$ cat src/rtl/theta_sched_pkg.sv
// Shared types and widths for the theta ramp scheduler and its rate limiter.
package theta_sched_pkg;

  localparam int THETA_W = 32;
  localparam int ADC_W   = 14;

  localparam int DEF_THETA_INIT = 135;
  localparam int DEF_THETA_MIN  = 90;
  localparam int DEF_THETA_MAX  = 179;

  typedef enum logic [1:0] {
    ST_IDLE  = 2'd0,
    ST_RAMP  = 2'd1,
    ST_RUN   = 2'd2,
    ST_FAULT = 2'd3
  } sched_state_t;

  // Saturate a requested angle into the permitted switching-surface window.
  function automatic logic signed [THETA_W-1:0] clamp_theta(
    input logic signed [THETA_W-1:0] value,
    input int                        lo,
    input int                        hi
  );
    if (value < lo) return lo;
    if (value > hi) return hi;
    return value;
  endfunction

endpackage

$ cat src/rtl/theta_rate_limiter.sv
// Step counter plus a 1-degree move toward the target every STEP_DIV cycles.
module theta_rate_limiter
  import theta_sched_pkg::*;
#(
  parameter int STEP_DIV = 1000
) (
  input  logic                      clk,
  input  logic                      rst,
  input  logic                      enable,
  input  logic                      clear,
  input  logic signed [THETA_W-1:0] load_value,
  input  logic signed [THETA_W-1:0] target,
  output logic signed [THETA_W-1:0] theta,
  output logic signed [THETA_W-1:0] theta_next
);

  localparam int CNT_W = (STEP_DIV > 1) ? $clog2(STEP_DIV) : 1;

  logic [CNT_W-1:0] step_cnt;
  logic [CNT_W-1:0] step_cnt_next;
  logic             wrap;

  assign wrap = (step_cnt == CNT_W'(STEP_DIV - 1));

  // theta_next is exposed so the parent can register flags against the new angle.
  always_comb begin
    step_cnt_next = step_cnt;
    theta_next    = theta;
    if (clear) begin
      step_cnt_next = '0;
      theta_next    = load_value;
    end else if (enable) begin
      step_cnt_next = wrap ? '0 : step_cnt + CNT_W'(1);
      if (wrap && (theta != target)) begin
        theta_next = (theta < target) ? theta + 1 : theta - 1;
      end
    end
  end

  always_ff @(posedge clk) begin
    if (rst) begin
      step_cnt <= '0;
      theta    <= load_value;
    end else begin
      step_cnt <= step_cnt_next;
      theta    <= theta_next;
    end
  end

endmodule

$ cat src/rtl/theta_ramp_scheduler.sv
// Start-up / run / over-current sequencer for the theta-based hybrid controller.
// Define THETA_SCHED_OCP_EN to build the over-current filter and FAULT state.
module theta_ramp_scheduler
  import theta_sched_pkg::*;
#(
  parameter int THETA_INIT = DEF_THETA_INIT,
  parameter int THETA_MIN  = DEF_THETA_MIN,
  parameter int THETA_MAX  = DEF_THETA_MAX,
  parameter int STEP_DIV   = 1000,
  parameter int I_LIMIT    = 7000,
  parameter int FAULT_FILT = 4,
  parameter int FAULT_HOLD = 50000
) (
  input  logic                      i_clock,
  input  logic                      i_RESET,
  input  logic                      i_enable,
  input  logic signed [THETA_W-1:0] i_theta_ref,
  input  logic signed [ADC_W-1:0]   i_iC,
  input  logic [3:0]                i_MOSFET,
  output logic signed [THETA_W-1:0] o_theta,
  output logic [3:0]                o_MOSFET,
  output logic [1:0]                o_state,
  output logic                      o_ready,
  output logic                      o_fault
);

  sched_state_t              state;
  sched_state_t              state_d;
  logic signed [THETA_W-1:0] tgt;
  logic signed [THETA_W-1:0] theta_next;
  logic                      tracking;
  logic                      tracking_d;
  logic                      step_enable;
  logic                      step_clear;
  logic                      trip;
  logic                      hold_done;

  assign tgt        = clamp_theta(i_theta_ref, THETA_MIN, THETA_MAX);
  assign tracking   = (state == ST_RAMP) || (state == ST_RUN);
  assign tracking_d = (state_d == ST_RAMP) || (state_d == ST_RUN);

  // The limiter only keeps its phase while staying inside RAMP/RUN; any entry or exit reloads it.
  assign step_enable = tracking && tracking_d;
  assign step_clear  = !step_enable;

`ifdef THETA_SCHED_OCP_EN
  localparam int AW1    = ADC_W + 1;
  localparam int FILT_W = (FAULT_FILT > 1) ? $clog2(FAULT_FILT + 1) : 1;
  localparam int HOLD_W = (FAULT_HOLD > 0) ? $clog2(FAULT_HOLD + 1) : 1;

  logic signed [ADC_W:0] ic_ext;
  logic [ADC_W:0]        abs_ic;
  logic                  over_limit;
  logic [FILT_W-1:0]     filt_cnt;
  logic [HOLD_W-1:0]     hold_cnt;

  // One extra bit so the most negative sample has a representable magnitude.
  assign ic_ext     = {i_iC[ADC_W-1], i_iC};
  assign abs_ic     = ic_ext[ADC_W] ? $unsigned(-ic_ext) : $unsigned(ic_ext);
  assign over_limit = abs_ic > AW1'(I_LIMIT);
  assign trip       = tracking && over_limit && (filt_cnt == FILT_W'(FAULT_FILT - 1));
  assign hold_done  = (hold_cnt == HOLD_W'(FAULT_HOLD));

  always_ff @(posedge i_clock) begin
    if (i_RESET) begin
      filt_cnt <= '0;
    end else if (step_enable && over_limit) begin
      filt_cnt <= filt_cnt + FILT_W'(1);
    end else begin
      filt_cnt <= '0;
    end
  end

  always_ff @(posedge i_clock) begin
    if (i_RESET || (state != ST_FAULT)) begin
      hold_cnt <= '0;
    end else if (!hold_done) begin
      hold_cnt <= hold_cnt + HOLD_W'(1);
    end
  end

  assign o_fault = (state == ST_FAULT);
`else
  logic unused_ocp;

  assign unused_ocp = ^{i_iC, 32'(I_LIMIT), 32'(FAULT_FILT), 32'(FAULT_HOLD)};
  assign trip       = 1'b0;
  assign hold_done  = 1'b1;
  assign o_fault    = 1'b0;
`endif

  always_ff @(posedge i_clock) begin
    if (i_RESET) begin
      state <= ST_IDLE;
    end else begin
      state <= state_d;
    end
  end

  // Fault trip outranks a dropped enable, which outranks the RAMP->RUN hand-off.
  always_comb begin
    state_d = state;
    case (state)
      ST_IDLE: begin
        if (i_enable) state_d = ST_RAMP;
      end
      ST_RAMP: begin
        if (trip)                state_d = ST_FAULT;
        else if (!i_enable)      state_d = ST_IDLE;
        else if (o_theta == tgt) state_d = ST_RUN;
      end
      ST_RUN: begin
        if (trip)           state_d = ST_FAULT;
        else if (!i_enable) state_d = ST_IDLE;
      end
      ST_FAULT: begin
`ifdef THETA_SCHED_OCP_EN
        if (hold_done && !i_enable) state_d = ST_IDLE;
`else
        state_d = ST_IDLE;
`endif
      end
      default: state_d = ST_IDLE;
    endcase
  end

  theta_rate_limiter #(
    .STEP_DIV (STEP_DIV)
  ) u_limiter (
    .clk        (i_clock),
    .rst        (i_RESET),
    .enable     (step_enable),
    .clear      (step_clear),
    .load_value (THETA_W'(THETA_INIT)),
    .target     (tgt),
    .theta      (o_theta),
    .theta_next (theta_next)
  );

  always_ff @(posedge i_clock) begin
    if (i_RESET) begin
      o_ready <= 1'b0;
    end else begin
      o_ready <= (state_d == ST_RUN) && (theta_next == tgt);
    end
  end

  assign o_state  = state;
  assign o_MOSFET = tracking ? i_MOSFET : 4'd0;

endmodule

$ cat config.mk
export PLATFORM = sky130hd
export DESIGN_NAME = theta_ramp_scheduler
export DESIGN_NICKNAME = d
export VERILOG_FILES = /design/src/rtl/theta_sched_pkg.sv /design/src/rtl/theta_rate_limiter.sv /design/src/rtl/theta_ramp_scheduler.sv
export SDC_FILE = /design/constraint.sdc
export NUM_CORES = 1
export LEC_CHECK = 0
export ABC_AREA = 1
export CAP_MARGIN = 20
export CORE_MARGIN = 4
export CORE_UTILIZATION = 45
export DETAILED_ROUTE_END_ITERATION = 10
export PLACE_DENSITY = 0.71
export SETUP_SLACK_MARGIN = 0.3
export SLEW_MARGIN = 0
export SYNTH_ARGS = -nofsm -noshare
export SYNTH_HDL_FRONTEND = slang
export SYNTH_SLANG_ARGS = --single-unit
$ cat constraint.sdc
create_clock -name i_clock -period 6.5 [get_ports i_clock]
set_input_delay 0.975 -clock i_clock [delete_from_list [all_inputs] [get_ports i_clock]]
set_output_delay 0.975 -clock i_clock [all_outputs]
set_load 0.05 [all_outputs]
==> results.cfg <==
[outcome]
status = complete, no violations

[synthesis]
avgSynthCellArea_um2 = 5.732
yosysTopAreaCellShare_pct = 20.02
yosys_warnings = 0
synthesis.instances = 932
ys_top_cells_by_area = nand2_1 20%, dfxtp_1 17%, nor2_1 9.1%, ha_1 8.9%, inv_1 8.0%
async_flop_share_pct = 0
synth-edff-count = 0
ys_ff_latch = 45
synth_area_leader_cell = nand2_1
yosysSeqAreaShare_pct = 16.86
synth_flop_cell = dfxtp_1
syn-cell-area_um2 = 5343
synth.distinct_cells = 46

[timing]
setup_viol = 0
tightestPinTransition_ns = 0.7228
rsz0062_at_grt = no
setup_tns_ns = 0
fmax_mhz = 175.8
finalHoldViolations = 0
report.final.slew_viol_count = 0
fin_crit_ns = 5.689
relSlewSlack_pct = 51.18
fin_crit_sh_pct = 87.53
skew_ns = 0.005314

[critical_path]
slowest_stage = clkdlybuf4s50_1
start_kind = input pin
reg2reg_setup_slack_ns = 2.37
endpoint_kind = flip-flop
reg2regPathDepth = 25
critPathRequiredTime_ns = 6.74
max_stage_delay_ns = 0.50
crit_fanout = 30
cp_data_arrival_time_ns = 5.93
crit_top_cell = nand2_1
r2r-start = u_limiter.theta[23]
critPathKind = in -> reg
reg2reg_to = o_ready

[grt]
track_usage_pct = 23.57
grt_pass1_vias = 5432
grt_max_degree = 38
grt_antenna_before_repair = 0
grt-ovfl-total = 0
grt_pass1_wl_um = 25880

[route]
drc_errors = 0
post_drt_wl_per_cell_um = 13.37
viasPerCell = 5.155
wl_met1_um = 7116
num_vias = 6021
top_layer_used = met4
routed-wl-met3_um = 914
drt_wl_total_um = 15610
drt_iter0_markers = 497
drtAntennaViolNets = 0
firstDrtPassIters = 6
wl_met2_um = 7324

[power]
power_density_nw_per_um2 = 108.6
power_leakage_nw = 3.092
ir_drop_v = 0.0001474

[finish]
area_growth_pct = 21.17
n_antenna_cell = 0
finalNetCount = 1115
design_area_um2 = 6474
drive_above_1_share_pct = 6.634

[run]
cap_violations = 0

[clocking]
htree_levels = 2
clockBufferDepth = 2
cts_setup_buffers = 0
cts.sinks = 45
tritoncts = done
clk_pin_slew_ns = 0.07
cts_buffers = 5
insertion_delay_ns = 0.30
root_buffer = clkbuf_16

[placement]
port_buffers = 77
dpl.hpwl_um = 12320
place_congestion = 0.9760
dpl_cell_area_um2 = 6291

[min_path]
min_path_cells = 1
min_path_type = reg -> reg
hold_end = u_limiter.step_cnt[0]
hold_start = u_limiter.step_cnt[0]

[floorplanning]
num_io_pins = 93
core_area_um2 = 11520
die_area_um2 = 13680
fp.dieH_um = 117.0
initial_core_util_pct = 46.39
die_width_um = 117.0
row_count = 39
layout by cell type (no fill, tap or decap), types with 2 or more instances in the layout:
cell type,n
nand3_2,3
clkdlybuf4s50_1,77
buf_4,8
ha_1,38
nor3_1,11
and2_1,5
o21a_1,6
a21oi_1,62
nor2_2,10
a21o_1,3
nand4_1,9
nand3b_1,7
nor2_1,128
nand3_1,73
o41ai_1,27
xor2_1,4
conb_1,25
nor3b_1,2
nand2_1,285
o21ai_1,14
o21bai_1,3
a21oi_2,2
dfxtp_1,45
o21ai_0,14
nand2_2,23
inv_1,113
clkbuf_16,5
cells in the mapped netlist, drive strengths merged, types with 2 or more instances:
master and instances:
o21a 6, or2 2, dfxtp 45, a21oi 65, nand4 9, nor3 12, xor2 6, inv 114
nand2 308, clkbuf 10, conb 2, nor3b 3, o21bai 3, ha 38, nand3b 8, and2 5
o21ai 29, nand3 76, nor2 139, buf 14, a21o 3, o41ai 27, nor4 2
flip-flops by register name (all words and copies together) (netlist names):
signal / flops
o_ready: 1
o_state: 2
u_limiter.theta: 32
u_limiter.step_cnt: 10
cell families (layout without fill, tap and decap cells):
| logic type | count (synthesis) | after routing | share of synthesized area (%) |
|---|---|---|---|
| and+or+nand+nor | 566 | 566 | 46.11 |
| adders and majority gates | 38 | 38 | 8.899 |
| other | 2 | 25 | 0.1406 |
| buffers and inverters | 138 | 208 | 10.91 |
| DFF | 45 | 45 | 16.86 |
| AOI/OAI and AO/OA | 137 | 137 | 15.60 |
| xor gates and xnor gates | 6 | 6 | 1.475 |
critical path, delay by kind of cell:
family / cells / cell delay, ns
simple gates: 21 / 2.21
compound gates: 7 / 1.10
buf+inv: 6 / 1.08
fa+ha+maj: 2 / 0.55
per-stage QoR:
stage	util, %	worst slack [ns]	hold slack (ns)	std cells	power [mW]
3_5_place_dp	54.63	0.2516	0.4411	1160	0.4373
5_1_grt	56.21	0.3178	0.4726	1168	0.7409
2_1_floorplan	-	1.689	0.4176	955	0.3898
4_1_cts	55.93	0.5602	0.4552	1168	0.7093
3_3_place_gp	54.63	0.3156	0.4285	1160	0.4359
6_report	56.21	0.8106	0.4523	1168	0.7028
repair_timing:
action,4_1_cts,5_1_grt
endpoints found under the setup margin,0,1
resized for setup,0,8
hold buffers,0,0
final cells by class:
class                      instances  area (um^2)
fill                            1231         5042
tap                              143        178.9
multi-input combinational        772         3974
sequential                        45        900.9
timing repair buffer              86        842.1
inverter                         114        427.9
clock buffer                       5        125.1
clock inverter                     3        25.02
where the power goes:
group / leakage [nW] / switching [mW] / internal (mW)
logic: 2.66 / 0.0972 / 0.0596
clock network: 0.0704 / 0.124 / 0.145
registers: 0.363 / 0.000716 / 0.276
total: 3.09 / 0.222 / 0.481
worst max path at each step:
stage	cells past startpoint	to	startpoint
after global routing	37	o_ready	i_theta_ref[6]
final	36	o_ready	i_theta_ref[6]
after detailed placement	36	o_ready	i_theta_ref[4]
after CTS	36	o_ready	i_theta_ref[4]
after floorplan	36	o_ready	i_theta_ref[6]
after global placement	36	o_ready	i_theta_ref[4]
layer usage:
metal / vias to the layer above / track usage (%)
li1: 3195 / -
met1: 2640 / 30.76
met2: 168 / 40.16
met3: 18 / 4.370
met4: 0 / 5.887
met5: - / 0
Note: power is estimated with default switching activity, not from simulation.
